**config.mk**
```make
export PLATFORM = sky130hd
export DESIGN_NAME = speed_sense
export DESIGN_NICKNAME = d
export VERILOG_FILES = /design/src/rtl/speed_sense.sv
export SDC_FILE = /design/constraint.sdc
export NUM_CORES = 1
export LEC_CHECK = 0
export ABC_AREA = 1
export CAP_MARGIN = 5
export CORE_AREA = 2 2 92 94
export DETAILED_ROUTE_END_ITERATION = 8
export DIE_AREA = 0 0 94 96
export DONT_BUFFER_PORTS = 1
export GPL_TIMING_DRIVEN = 0
export HOLD_SLACK_MARGIN = 0.12
export PLACE_DENSITY = 0.6
export SLEW_MARGIN = 20
export SYNTH_ARGS = -nofsm -noshare
export SYNTH_HDL_FRONTEND = slang
export SYNTH_SLANG_ARGS = --single-unit
```
**constraint.sdc**
```tcl
create_clock -name clk -period 5.9 [get_ports clk]
set_input_delay 0.59 -clock clk [delete_from_list [all_inputs] [get_ports clk]]
set_output_delay 0.59 -clock clk [all_outputs]
set_load 0.01 [all_outputs]
```
**src/rtl/speed_sense.sv**
```systemverilog
// speed_sense: quadrature encoder speed/direction sensor.
// Counts signed encoder edges over a fixed window of GATE_CYCLES clocks and
// reports the saturated magnitude, the direction and an overflow flag.
//
// Ports:
//   clk    - sole clock, all logic on the rising edge
//   rst    - asynchronous active-high reset
//   en     - measurement enable; low freezes the window and ignores steps
//   enc_a  - quadrature channel A, asynchronous to clk
//   enc_b  - quadrature channel B, asynchronous to clk
//   speed  - |net edges| of the last window, saturated at 255
//   dir    - 1 = forward, 0 = reverse (held when the net count is zero)
//   valid  - one-cycle pulse when speed/dir/ovf update
//   ovf    - |net edges| of the last window exceeded 255
//   err    - one-cycle pulse on an illegal (two-bit) quadrature transition
//
// Optional build macro:
//   SPEED_SENSE_FILTER_EN - glitch filter after the synchronizers; a channel
//                           change is accepted only after 3 identical samples
//                           (pin-to-accumulator latency grows from 3 to 5).

module speed_sense #(
    parameter int GATE_CYCLES = 1000
) (
    input  logic       clk,
    input  logic       rst,
    input  logic       en,
    input  logic       enc_a,
    input  logic       enc_b,
    output logic [7:0] speed,
    output logic       dir,
    output logic       valid,
    output logic       ovf,
    output logic       err
);

    localparam logic [15:0] LAST = 16'(GATE_CYCLES - 1);

    // ------------------------------------------------------------------
    // Two-flop synchronizers
    // ------------------------------------------------------------------
    logic a_s1;
    logic a_s2;
    logic b_s1;
    logic b_s2;

    always_ff @(posedge clk or posedge rst) begin
        if (rst) begin
            a_s1 <= 1'b0;
            a_s2 <= 1'b0;
            b_s1 <= 1'b0;
            b_s2 <= 1'b0;
        end else begin
            a_s1 <= enc_a;
            a_s2 <= a_s1;
            b_s1 <= enc_b;
            b_s2 <= b_s1;
        end
    end

    logic [1:0] sync_ab;
    assign sync_ab = {a_s2, b_s2};

    // ------------------------------------------------------------------
    // Channel state seen by the decoder
    // ------------------------------------------------------------------
    logic [1:0] cur_ab;

`ifdef SPEED_SENSE_FILTER_EN
    // f1/f2 hold the two previous synchronized samples. A channel takes
    // the new value combinationally once the current sample and both
    // history samples agree, so only 2 cycles are added and anything
    // shorter than 3 samples never reaches the decoder.
    logic [1:0] filt_d1;
    logic [1:0] filt_d2;
    logic [1:0] filt_hold;

    always_comb begin
        cur_ab = filt_hold;
        for (int i = 0; i < 2; i++) begin
            if ((sync_ab[i] == filt_d1[i]) &&
                (filt_d1[i] == filt_d2[i])) begin
                cur_ab[i] = sync_ab[i];
            end
        end
    end

    always_ff @(posedge clk or posedge rst) begin
        if (rst) begin
            filt_d1   <= 2'b00;
            filt_d2   <= 2'b00;
            filt_hold <= 2'b00;
        end else begin
            filt_d1   <= sync_ab;
            filt_d2   <= filt_d1;
            filt_hold <= cur_ab;
        end
    end
`else
    assign cur_ab = sync_ab;
`endif

    // ------------------------------------------------------------------
    // Previous-state register and transition decoder
    // ------------------------------------------------------------------
    // prev_ab keeps tracking even while en=0 so that re-enabling never
    // sees a stale state and a false step.
    logic [1:0] prev_ab;

    always_ff @(posedge clk or posedge rst) begin
        if (rst) begin
            prev_ab <= 2'b00;
        end else begin
            prev_ab <= cur_ab;
        end
    end

    logic dec_inc;
    logic dec_dec;
    logic dec_ill;

    always_comb begin
        dec_inc = 1'b0;
        dec_dec = 1'b0;
        dec_ill = 1'b0;
        case ({prev_ab, cur_ab})
            // forward: 00 -> 01 -> 11 -> 10 -> 00
            4'b00_01, 4'b01_11,
            4'b11_10, 4'b10_00: dec_inc = 1'b1;
            // reverse: 00 -> 10 -> 11 -> 01 -> 00
            4'b00_10, 4'b10_11,
            4'b11_01, 4'b01_00: dec_dec = 1'b1;
            // both channels moved at once
            4'b00_11, 4'b11_00,
            4'b01_10, 4'b10_01: dec_ill = 1'b1;
            default: ;
        endcase
    end

    // Decode stage register: one cycle between the decoder and the
    // accumulator; err is this stage's illegal flag.
    logic step_inc;
    logic step_dec;

    always_ff @(posedge clk or posedge rst) begin
        if (rst) begin
            step_inc <= 1'b0;
            step_dec <= 1'b0;
            err      <= 1'b0;
        end else begin
            step_inc <= dec_inc;
            step_dec <= dec_dec;
            err      <= dec_ill;
        end
    end

    // ------------------------------------------------------------------
    // Saturating accumulator arithmetic
    // ------------------------------------------------------------------
    logic signed [15:0] acc;
    logic signed [16:0] sum_w;
    logic signed [15:0] net;
    logic        [15:0] net_u;
    logic        [15:0] mag;

    always_comb begin
        sum_w = {acc[15], acc};
        if (step_inc) begin
            sum_w = sum_w + 17'sd1;
        end else if (step_dec) begin
            sum_w = sum_w - 17'sd1;
        end
        if (sum_w > 17'sd32767) begin
            net = 16'sh7fff;
        end else if (sum_w < -17'sd32768) begin
            net = 16'sh8000;
        end else begin
            net = sum_w[15:0];
        end
    end

    // |-32768| = 32768 still fits an unsigned 16-bit magnitude.
    assign net_u = net;
    assign mag   = net_u[15] ? (~net_u + 16'd1) : net_u;

    // ------------------------------------------------------------------
    // Window counter and result registers
    // ------------------------------------------------------------------
    logic [15:0] win_cnt;
    logic        terminal;

    assign terminal = en && (win_cnt == LAST);

    always_ff @(posedge clk or posedge rst) begin
        if (rst) begin
            win_cnt <= 16'd0;
            acc     <= 16'sd0;
            speed   <= 8'd0;
            dir     <= 1'b1;
            ovf     <= 1'b0;
            valid   <= 1'b0;
        end else begin
            valid <= 1'b0;
            if (terminal) begin
                // The step decoded in this cycle closes out this window.
                win_cnt <= 16'd0;
                acc     <= 16'sd0;
                speed   <= (mag > 16'd255) ? 8'hff : mag[7:0];
                ovf     <= (mag > 16'd255);
                valid   <= 1'b1;
                if (net > 16'sd0) begin
                    dir <= 1'b1;
                end else if (net < 16'sd0) begin
                    dir <= 1'b0;
                end
            end else if (en) begin
                win_cnt <= win_cnt + 16'd1;
                acc     <= net;
            end
        end
    end

endmodule

```
==> summary.txt <==
Status
  • Outcome: complete, no violations

Synth
  • Net Count, Synth: 493
  • Number of synthesized flops with an enable pin: 0
  • Post-synthesis sequential area ratio: roughly 37%
  • Synth cell count leaders: nand2_1 (100), inv_1 (61), dfrtp_1 (51)
  • Top cell type's share of synthesized area: between 30% and 40%
  • Post-synthesis async set-or-reset flop share: 100%
  • Synth area leader: dfrtp_1
  • Synthesized area: 0.00353 mm2
  • Synth unique cells: 37
  • Most common cell in the netlist: nand2_1
  • Yosys reg bits: 52
  • Avg Inst Size Synth: roughly 7.3 um2
  • Ys Warns: 0
  • Top cells by area, synth: dfrtp_1 (36%), nand2_1 (11%), nand3_1 (7.0%)
  • Post-Synthesis Cells: between 400 and 500
  • Post-synth top flop: dfrtp_1

Final layout
  • Layout cell share with drive strength beyond 1: 12.8%
  • Ant diodes: 0
  • Area delta synth->final: 6.46%
  • Final Cell Area: roughly 0.0038 mm2
  • Final #Nets: 500

Detailed routing
  • Via count: around 3,000
  • First-pass DRT Iterations: 4
  • Wire per inst: around 14 um
  • Drt via density: just over 5
  • Final ANT Viol Nets: 0
  • DRT iter0 DRCs: approximately 180
  • DRC Markers: 0
  • Routed Wire Length: approximately 8500 um

Timing
  • Final Slew Violations: 0
  • Worst slew pin tran: 0.718 ns
  • Max_slew headroom: 51.8%
  • # setup viols final: 0
  • Final min period: 3.59 ns
  • TNS Setup: 0 ns
  • Hold Vio Cnt, Final: 0
  • Final period utilization: approximately three fifths
  • RSZ-0062 raised after global routing: false
  • Worst clock skew: between 0.01 and 0.015 ns
  • FMAX: 279 MHz

Critical path
  • Critical Path RT: 6.11 ns
  • FF-to-FF Start: acc[0]$_DFFE_PP0P_
  • Setup slack on the worst flop-to-flop path: 2.31 ns
  • WP data arrival: 3.80 ns
  • R2r endpoint: speed[0]$_DFFE_PP0P_
  • Crit. End Element: flop
  • CP max FO: 10
  • Worst Reg-to-Reg Cells: 23
  • CP cell instances: inv_1 -> ha_1 -> nand3_1 -> nor2_1 -> nand3_1 -> nor2_2 -> a21oi_4 -> nand3_2 -> buf_2 -> nand2_1 -> inv_1 -> ha_1 -> nand2_1 -> nor2_1 -> nand3_2 -> nand3_1 -> nand2_1 -> nor2_1 -> nand3_2 -> nor2_4 -> nand2_1 -> nand2_1 -> nand2_1
  • Most frequent CP cell: nand2_1
  • CP max stage delay: 0.43 ns
  • Critical-path cell with the highest stage delay: dfrtp_1
  • Crit Path Category: reg2reg
  • Critical Path Start Type: flop

Global route
  • First-pass GRT wire length: 14,600 um
  • Tot GR Track Use: roughly 21%
  • Antenna violations before repair: 0
  • Vias in the first global route: slightly above 3,000
  • GRT overflow: 0
  • Largest net degree at the start of global routing: 53

Power
  • P_leak: approximately 1.9 nW
  • Max VDD drop: about 140 uV
  • Pwr Density: ~440 mW/mm2
  • Total power: 1.64 mW

Floorplanning
  • Die Area: 0.00902 mm2
  • I/O pin cnt: 17
  • Total core area: around 0.0081 mm2
  • Die span in y: around 96 um
  • Std cell rows: 33
  • Initial core utilization: a little over two fifths
  • Die Wd: about 94 um

Clock tree
  • Worst skew pair latency: 0.32 ns
  • H-Tree Level Count: 2
  • CTS tree: done
  • Post-CTS Setup Inserts: 0
  • Clk root buf: clkbuf_8
  • # resized after CTS: 0
  • Number of CTS-inserted buffers: 5
  • Clock transition at the registers of the reported paths: around 0.09 ns
  • Max Root-Sink Buffers: 2
  • Hold buffer count at cts: 0
  • CTS sink cnt: 52

Place
  • IO buf count: 0
  • RD Place Congestion: about 0.91
  • DP Area: roughly 0.0037 mm2
  • Hpwl dp: approximately 6600 um

Job
  • Maxcap violations: 0

Min path
  • Worst min path class: in2async
-- critical path, delay by kind of cell (launching register included) --
| family | cells | cell delay, ns |
|---|---|---|
| AND/OR/NAND/NOR | 17 | 2.04 |
| buffers and inverters | 3 | 0.51 |
| flip-flops | 1 | 0.43 |
| adder cells (fa/ha/maj) | 2 | 0.42 |
| AO/OA/AOI/OAI | 1 | 0.09 |
-- report_power, final --
group / total [mW] / switching [mW] / internal, mW
Clock: 0.219 / 0.123 / 0.0957
Sequential: 0.539 / 0.105 / 0.435
Combinational: 0.884 / 0.599 / 0.284
-- cells by family (layout without fill, tap and decap cells) --
| kind of cell | Yosys count | in the layout | synth area share (%) |
|---|---|---|---|
| flip-flops | 52 | 52 | 36.9 |
| multiplexers | 1 | 1 | 0.284 |
| XOR/XNOR | 29 | 29 | 7.20 |
| AND/OR/NAND/NOR | 263 | 263 | 36.0 |
| adder cells (fa/ha/maj) | 4 | 4 | 1.42 |
| buffers and inverters | 81 | 89 | 9.47 |
| AO/OA/AOI/OAI | 54 | 54 | 8.69 |
-- state kept, by name, summed over array words and instances (netlist names), 2 cells and up --
name     flops
acc         16
prev_ab      2
speed        8
win_cnt     16
-- metal layers --
metal,GRT usage [%],vias up,part of all wire [%]
met5,0,-,0
li1,-,1573,-
met3,3.37,19,4.1
met1,26.8,1416,47
met4,8.45,0,2.8
met2,34.2,56,46
-- worst max path at each step --
| stage | depth (start not counted) | to | from | slack [ns] |
|---|---|---|---|---|
| floorplan | 23 | speed[0]$_DFFE_PP0P_ | acc[0]$_DFFE_PP0P_ | 3.00 |
| global placement | 23 | ovf$_DFFE_PP0P_ | acc[0]$_DFFE_PP0P_ | 2.41 |
| detailed placement | 23 | speed[0]$_DFFE_PP0P_ | acc[0]$_DFFE_PP0P_ | 2.33 |
| CTS | 23 | speed[0]$_DFFE_PP0P_ | acc[0]$_DFFE_PP0P_ | 2.31 |
| global route | 23 | speed[5]$_DFFE_PP0P_ | acc[0]$_DFFE_PP0P_ | 1.83 |
| finish | 23 | speed[0]$_DFFE_PP0P_ | acc[0]$_DFFE_PP0P_ | 2.31 |
-- metrics by stage --
| stage | std cells | hold WS, ns | setup WS, ns | utilization [%] |
|---|---|---|---|---|
| after floorplan | 484 | 0.331 | 3.00 | - |
| after CTS | 597 | 0.259 | 2.31 | 46.6 |
| after global placement | 589 | 0.332 | 2.41 | 45.4 |
| after global routing | 597 | 0.282 | 1.83 | 46.6 |
| final | 597 | 0.231 | 2.31 | 46.6 |
| after detailed placement | 589 | 0.338 | 2.33 | 45.5 |
-- cell usage in the layout (no fill, tap or decap), types with 4 or more instances in the layout --
cell type / n
o21ai_0: 19
nand2_1: 100
nand3_2: 5
xnor2_1: 5
nor2_1: 47
nand3_1: 49
ha_1: 4
clkbuf_1: 6
inv_1: 60
dfrtp_1: 51
xor2_1: 24
a21oi_1: 18
inv_2: 6
nand4_1: 13
nor2_2: 10
o22ai_1: 11
nand2_2: 8
nor3_1: 11
clkbuf_8: 6
or2_2: 8
-- area by class of cell --
cell class	count	area, um2
Multi-Input combinational cell	351	1890
Sequential cell	52	1300
Clock buffer	7	86.3
Clock inverter	1	7.51
Fill cell	833	4300
Tap cell	105	131
Inverter	67	254
Buffer	14	82.6
Power figures use the tool's default switching activity.
